[config.mk]
export PLATFORM = sky130hd
export DESIGN_NAME = fb_ocm_writer
export DESIGN_NICKNAME = d
export VERILOG_FILES = /design/src/rtl/fb_pkg.sv /design/src/rtl/fb_ocm_writer.sv
export SDC_FILE = /design/constraint.sdc
export NUM_CORES = 1
export LEC_CHECK = 0
export CAP_MARGIN = 25
export CORE_ASPECT_RATIO = 1.5
export CORE_MARGIN = 8
export CORE_UTILIZATION = 35
export CTS_CLUSTER_SIZE = 16
export DETAILED_ROUTE_END_ITERATION = 12
export DONT_BUFFER_PORTS = 1
export GPL_TIMING_DRIVEN = 0
export PLACE_DENSITY_LB_ADDON = 0.2
export SLEW_MARGIN = 15
export SYNTH_ARGS = -nofsm -noshare
export SYNTH_HDL_FRONTEND = slang
export SYNTH_SLANG_ARGS = --single-unit
[constraint.sdc]
create_clock -name Clk -period 1.9 [get_ports Clk]
set_input_delay 0.095 -clock Clk [delete_from_list [all_inputs] [get_ports Clk]]
set_output_delay 0.095 -clock Clk [all_outputs]
set_load 0.02 [all_outputs]
[src/rtl/fb_pkg.sv]
// Frame-buffer geometry and writer state encoding shared by the OCM
// writer and anything that needs to reason about frame-buffer addresses.
package fb_pkg;

    localparam int FB_WIDTH  = 640;
    localparam int FB_HEIGHT = 480;
    localparam int FB_BYTES  = 307200;
    localparam int FB_WORDS  = 153600;

    typedef enum logic [1:0] {
        IDLE  = 2'd0,
        WR_HI = 2'd1,
        WR_LO = 2'd2,
        DONE  = 2'd3
    } fb_wr_state_t;

    // A word index below FB_WORDS fits in 18 bits, so the byte address never wraps.
    function automatic logic [18:0] fb_byte_addr(input logic [17:0] word, input logic lo);
        return {word, lo};
    endfunction

endpackage

[src/rtl/fb_ocm_writer.sv]
// Splits 16-bit pixel-pair writes into two byte writes on the single-port OCM,
// yielding the port to display reads whenever they are requested.
module fb_ocm_writer
    import fb_pkg::*;
#(
    parameter int FRAME_WORDS = FB_WORDS
) (
    input  logic        Clk,
    input  logic        Reset,
    input  logic        writing,
    input  logic [18:0] addr_OCM,
    input  logic [15:0] DATA_IN,
    input  logic        vga_rd_req,
    input  logic [18:0] vga_rd_addr,
    input  logic [7:0]  ocm_q,
    output logic [18:0] ocm_addr,
    output logic        ocm_we,
    output logic [7:0]  ocm_d,
    output logic [7:0]  vga_rd_data,
    output logic        vga_rd_valid,
    output logic        OCM_done,
    output logic        busy,
    output logic        addr_err,
    output logic        overrun,
    output logic        frame_done
);

    localparam logic [17:0] FRAME_CNT = 18'(FRAME_WORDS);

    fb_wr_state_t state_q, state_d;
    logic [17:0]  word_q, word_d;
    logic [15:0]  data_q, data_d;
    logic [17:0]  cnt_q, cnt_d;
    logic         addr_err_q, addr_err_d;
    logic         overrun_q, overrun_d;
    logic         rd_valid_q, rd_valid_d;
    logic         addr_ok;
    logic         accept;

    assign addr_ok = (addr_OCM < 19'(FB_WORDS));
    assign accept  = (state_q == IDLE) && writing && addr_ok;

    always_ff @(posedge Clk) begin
        if (Reset) begin
            state_q    <= IDLE;
            word_q     <= '0;
            data_q     <= '0;
            cnt_q      <= '0;
            addr_err_q <= 1'b0;
            overrun_q  <= 1'b0;
            rd_valid_q <= 1'b0;
        end else begin
            state_q    <= state_d;
            word_q     <= word_d;
            data_q     <= data_d;
            cnt_q      <= cnt_d;
            addr_err_q <= addr_err_d;
            overrun_q  <= overrun_d;
            rd_valid_q <= rd_valid_d;
        end
    end

    // A display read owns the port, so the byte-write states hold while it is asserted.
    always_comb begin
        state_d = state_q;
        case (state_q)
            IDLE:    if (accept)      state_d = WR_HI;
            WR_HI:   if (!vga_rd_req) state_d = WR_LO;
            WR_LO:   if (!vga_rd_req) state_d = DONE;
            DONE:                     state_d = IDLE;
            default:                  state_d = IDLE;
        endcase
    end

    always_comb begin
        word_d     = word_q;
        data_d     = data_q;
        cnt_d      = cnt_q;
        addr_err_d = addr_err_q | ((state_q == IDLE) && writing && !addr_ok);
        overrun_d  = overrun_q | (writing && (state_q != IDLE));
        rd_valid_d = vga_rd_req;
        if (accept) begin
            word_d = addr_OCM[17:0];
            data_d = DATA_IN;
        end
        if ((state_q == DONE) && (cnt_q != FRAME_CNT)) begin
            cnt_d = cnt_q + 18'd1;
        end
    end

    // Outputs are gated by Reset so a reset landing mid-word cannot commit the pending byte.
    always_comb begin
        ocm_we   = 1'b0;
        ocm_addr = '0;
        ocm_d    = '0;
        OCM_done = 1'b0;
        if (!Reset) begin
            OCM_done = (state_q == DONE);
            if (vga_rd_req) begin
                ocm_addr = vga_rd_addr;
            end else if (state_q == WR_HI) begin
                ocm_we   = 1'b1;
                ocm_addr = fb_byte_addr(word_q, 1'b0);
                ocm_d    = data_q[15:8];
            end else if (state_q == WR_LO) begin
                ocm_we   = 1'b1;
                ocm_addr = fb_byte_addr(word_q, 1'b1);
                ocm_d    = data_q[7:0];
            end
        end
    end

    assign busy         = (state_q != IDLE);
    assign addr_err     = addr_err_q;
    assign overrun      = overrun_q;
    assign frame_done   = (cnt_q == FRAME_CNT);
    assign vga_rd_valid = rd_valid_q;
    assign vga_rd_data  = rd_valid_q ? ocm_q : 8'd0;

endmodule

==> run summary <==
STATUS
-------------------------------------------------------------------------------------------------
Result of the run ..................................................................    completed

CLOCK TREE
-------------------------------------------------------------------------------------------------
Reg clk slew, reported paths .......................................................      0.05 ns
Clock latency on the worst-skew pair ...............................................      0.32 ns
Maximum level of the CTS H-tree ....................................................            3
CTS Root Cell ...................................................................... sky130_fd_sc_hd__clkbuf_16
CTS tree ...........................................................................          yes
Buffers from clock root to sink, at most ...........................................            2
Number of buffers inserted during clock tree synthesis .............................            9
Num Clock Sinks ....................................................................           57

LAYOUT
-------------------------------------------------------------------------------------------------
NumNets Final ......................................................................          495
Antenna fix cells ..................................................................            0
Syn-to-layout area delta ...........................................................        33.2%
Non-Filler Cell Area, Final ........................................................  0.00381 mm²
Share of final-layout standard cells stronger than drive strength 1 ................        17.1%

WORST SETUP PATH
-------------------------------------------------------------------------------------------------
Critical path's largest stage delay ................................................      0.33 ns
Crit path max fanout ...............................................................           10
Slowest CP cell .................................................................... sky130_fd_sc_hd__dfxtp_2
Critical path required time ........................................................      1.80 ns
Reg2reg path depth .................................................................            5
Most common cell type on the critical path ......................................... sky130_fd_sc_hd__nor2_4
Critical-path cell list ............................................................ inv_2, ha_1, clkbuf_8, nor2_4, nor2_4, buf_4, a22o_1
Worst EP arrival ...................................................................      1.73 ns
Critical Path Sink Type ............................................................  output port
Type of element launching the critical path ........................................     register
Startpoint-to-endpoint class of the critical path ..................................   reg -> out

PLACEMENT
-------------------------------------------------------------------------------------------------
Pre-CTS WS .........................................................................    -0.380 ns
Placed Instance Area ...............................................................  0.00299 mm²
Post-DP HPWL .......................................................................      6410 µm
RD Place Congestion ................................................................        0.809
Count of port buffers added during placement .......................................            0

GRT
-------------------------------------------------------------------------------------------------
Wire length of the first global-routing pass .......................................     13800 µm
Number of global-route vias before repair ..........................................         2774
Overall Global Routing Usage .......................................................        15.1%
Pin count of the biggest net entering global routing ...............................           11
Initial antenna violation count ....................................................            0
Total global routing overflow ......................................................            0

YOSYS
-------------------------------------------------------------------------------------------------
Number of distinct library cell variants in the gate-level netlist after synthesis .           46
Cell types with the largest area share after synthesis ............................. sky130_fd_sc_hd__dfxtp_1 40%, sky130_fd_sc_hd__nand2_1 11%, sky130_fd_sc_hd__a21oi_1 8.6%
Async SR Flop Fraction .............................................................           0%
Number of warnings printed during yosys synthesis ..................................            0
Main synth FF type ................................................................. sky130_fd_sc_hd__dfxtp_1
Post-synthesis register bit count ..................................................           57
Cell area after synthesis ..........................................................  0.00286 mm²
Syn Nets ...........................................................................          446
Share of the synthesized area in the top cell type .................................        39.9%
Gate Count Post-Synth ..............................................................          373
Average instance area after synthesis ..............................................     7.66 µm²
Sequential fraction of the synthesis area ..........................................        39.9%
Number of enable flip-flop cells after synthesis ...................................            0
Library cell occupying the most area in the post-synthesis netlist ................. sky130_fd_sc_hd__dfxtp_1

STA
-------------------------------------------------------------------------------------------------
Highest clock frequency the design can meet ........................................      547 MHz
Clock skew after layout ............................................................   0.00332 ns
Final critical-path required period ................................................      1.83 ns
Rel. slew slack ....................................................................        62.9%
Sum of negative setup slack ........................................................         0 ns
Number of hold violations in the final report ......................................            0
Final Setup Violations .............................................................            0
PnR worst setup slack ..............................................................    0.0726 ns
Slew Viols, Final ..................................................................            0
Worst Max-Slew Pin Slew ............................................................     0.557 ns
Unrepaired setup endpoints after global routing ....................................          yes
Final critical-path share of the clock period ......................................        96.2%

ROUTING
-------------------------------------------------------------------------------------------------
Vias per Instance ..................................................................         5.15
Post-route antenna net violation count .............................................            0
Total wire length ..................................................................      8750 µm
Number of search-and-repair iterations in the first detailed-routing pass ..........            4
Via count ..........................................................................         2739
Routed length per placed instance ..................................................      16.5 µm
Iteration-0 DRC count of the detailed router .......................................           83
Post-detailed-route DRC marker count ...............................................            0

PWR
-------------------------------------------------------------------------------------------------
Total power divided by cell area ...................................................   927 mW/mm²
Leakage component of the power .....................................................   0.00140 µW
Peak supply drop ...................................................................   0.000437 V

WORST HOLD PATH
-------------------------------------------------------------------------------------------------
Worst min path class ...............................................................    in -> reg
Worst hold path stage count ........................................................            2

DIE
-------------------------------------------------------------------------------------------------
Initial core utilization ...........................................................        35.9%
Height of the die ..................................................................       127 µm
Number of placed I/O pins ..........................................................          108
DIE AREA ...........................................................................   0.0114 mm²
Floorplan core area ................................................................  0.00796 mm²
Standard-cell rows .................................................................           40
Die extent in x ....................................................................      89.8 µm

JOB
-------------------------------------------------------------------------------------------------
Max cap viols ......................................................................            0

[final cells by class]
| class | count | area [µm²] |
|---|---|---|
| Inverter | 12 | 45.0 |
| Fill cell | 790 | 4150 |
| Sequential cell | 57 | 1150 |
| Clock buffer | 13 | 260 |
| Clock inverter | 3 | 15.0 |
| Timing Repair Buffer | 39 | 380 |
| Tap cell | 105 | 131 |
| Multi-Input combinational cell | 281 | 1680 |
| Buffer | 22 | 149 |
[synthesized netlist by cell type (2+ instances only)]
cell type                    n
sky130_fd_sc_hd__o2111ai_1   2
sky130_fd_sc_hd__o21ai_0     5
sky130_fd_sc_hd__or3_1       3
sky130_fd_sc_hd__nor2b_1     5
sky130_fd_sc_hd__xnor2_1     7
sky130_fd_sc_hd__nand4_1     5
sky130_fd_sc_hd__inv_1      12
sky130_fd_sc_hd__a21oi_1    49
sky130_fd_sc_hd__nor3_1      6
sky130_fd_sc_hd__nor2_1     38
sky130_fd_sc_hd__nand3_1     8
sky130_fd_sc_hd__ha_1        7
sky130_fd_sc_hd__buf_2       3
sky130_fd_sc_hd__mux2i_1     3
sky130_fd_sc_hd__nand2_1    85
sky130_fd_sc_hd__clkbuf_1   15
sky130_fd_sc_hd__a22o_1     18
sky130_fd_sc_hd__xor2_1      3
sky130_fd_sc_hd__and2_1      9
sky130_fd_sc_hd__dfxtp_1    57
sky130_fd_sc_hd__mux2_2      2
sky130_fd_sc_hd__o311ai_0    2
sky130_fd_sc_hd__nor4_1      6
[metal layers]
metal,part of all wire [%],vias to the layer above,global-route usage [%]
li1,-,1372,-
met1,39,1281,15.5
met2,53,69,26.8
met3,5.7,17,5.37
met4,2.1,0,6.51
met5,0,-,0
[worst max-delay path, delay by kind of cell, from the launching register on]
| kind | cells | cell delay [ns] |
|---|---|---|
| and+or+nand+nor | 2 | 0.24 |
| buffers and inverters | 3 | 0.41 |
| AOI/OAI and AO/OA | 1 | 0.24 |
| adders and majority gates | 1 | 0.17 |
| DFF | 1 | 0.33 |
[placed cells by master, fill, tap and decap left out, types with 3 or more instances in the layout]
| master | synthesis | final |
|---|---|---|
| sky130_fd_sc_hd__nand2_1 | 85 | 85 |
| sky130_fd_sc_hd__dfxtp_1 | 57 | 53 |
| sky130_fd_sc_hd__a21oi_1 | 49 | 49 |
| sky130_fd_sc_hd__dlygate4sd3_1 | 0 | 35 |
| sky130_fd_sc_hd__nor2_1 | 38 | 28 |
| sky130_fd_sc_hd__inv_1 | 12 | 11 |
| sky130_fd_sc_hd__clkbuf_1 | 15 | 9 |
| sky130_fd_sc_hd__a22o_2 | 0 | 9 |
| sky130_fd_sc_hd__and2_1 | 9 | 9 |
| sky130_fd_sc_hd__clkbuf_16 | 0 | 9 |
| sky130_fd_sc_hd__nor2_2 | 0 | 8 |
| sky130_fd_sc_hd__a22o_1 | 18 | 7 |
| sky130_fd_sc_hd__nand3_1 | 8 | 7 |
| sky130_fd_sc_hd__xnor2_1 | 7 | 7 |
| sky130_fd_sc_hd__ha_1 | 7 | 6 |
| sky130_fd_sc_hd__nor2b_1 | 5 | 5 |
| sky130_fd_sc_hd__buf_4 | 0 | 5 |
| sky130_fd_sc_hd__nand4_1 | 5 | 5 |
| sky130_fd_sc_hd__nor3_1 | 6 | 5 |
| sky130_fd_sc_hd__o21ai_0 | 5 | 5 |
| sky130_fd_sc_hd__clkbuf_8 | 1 | 4 |
| sky130_fd_sc_hd__clkbuf_4 | 0 | 4 |
| sky130_fd_sc_hd__nor4_1 | 6 | 4 |
| sky130_fd_sc_hd__dfxtp_2 | 0 | 4 |
| sky130_fd_sc_hd__buf_2 | 3 | 3 |
| sky130_fd_sc_hd__mux2i_1 | 3 | 3 |
| sky130_fd_sc_hd__or3_1 | 3 | 3 |
| sky130_fd_sc_hd__xor2_1 | 3 | 3 |
| sky130_fd_sc_hd__clkinv_2 | 0 | 3 |
[path summary, 6_finish.rpt]
check / startpoint / end / slack (ns)
setup / recovery: state_q[0] / ocm_addr[4] / 0.07
hold / removal: writing / state_q[0] / 0.03
setup reg to reg: cnt_q[1] / cnt_q[16] / 0.08
hold reg to reg: word_q[17] / word_q[17] / 0.45
[through the flow]
stage	power [µW]	hold WS, ns	cells	util (%)
2_1_floorplan	1810	0.228	373	-
4_1_cts	3570	0.0295	530	46.8
3_5_place_dp	1950	0.240	478	37.5
6_report	3530	0.0294	532	47.8
3_3_place_gp	1940	0.234	478	37.5
5_1_grt	3730	0.0396	532	47.8
[timing repair]
item                                    in CTS  in global routing
hold endpoints to repair                    35                  0
hold buffers                                35                  0
resized for setup                           36                 25
setup buffers                                2                  2
endpoints found under the setup margin      62                 58
pin swaps                                    2                  2
[cell families after synthesis]
kind of cell / after synthesis / share of synthesized area (%)
AND/OR/NAND/NOR: 176 / 28.0
AO/OA/AOI/OAI: 83 / 18.4
flip-flops: 57 / 39.9
buffers and inverters: 35 / 5.61
XOR/XNOR: 10 / 3.07
adder cells (fa/ha/maj): 7 / 3.07
multiplexers: 5 / 1.84
[registers in the layout, indices dropped and copies added (netlist names)]
signal        count
word_q           18
addr_err          1
cnt_q            18
data_q           16
overrun           1
vga_rd_valid      1
state_q           2
[power breakdown]
group | internal, µW | total [µW] | switching, µW
Combinational | 266 | 696 | 430
Sequential | 1290 | 1370 | 78.1
Clock | 944 | 1470 | 521
No activity file was read; power rests on OpenSTA's default activity.
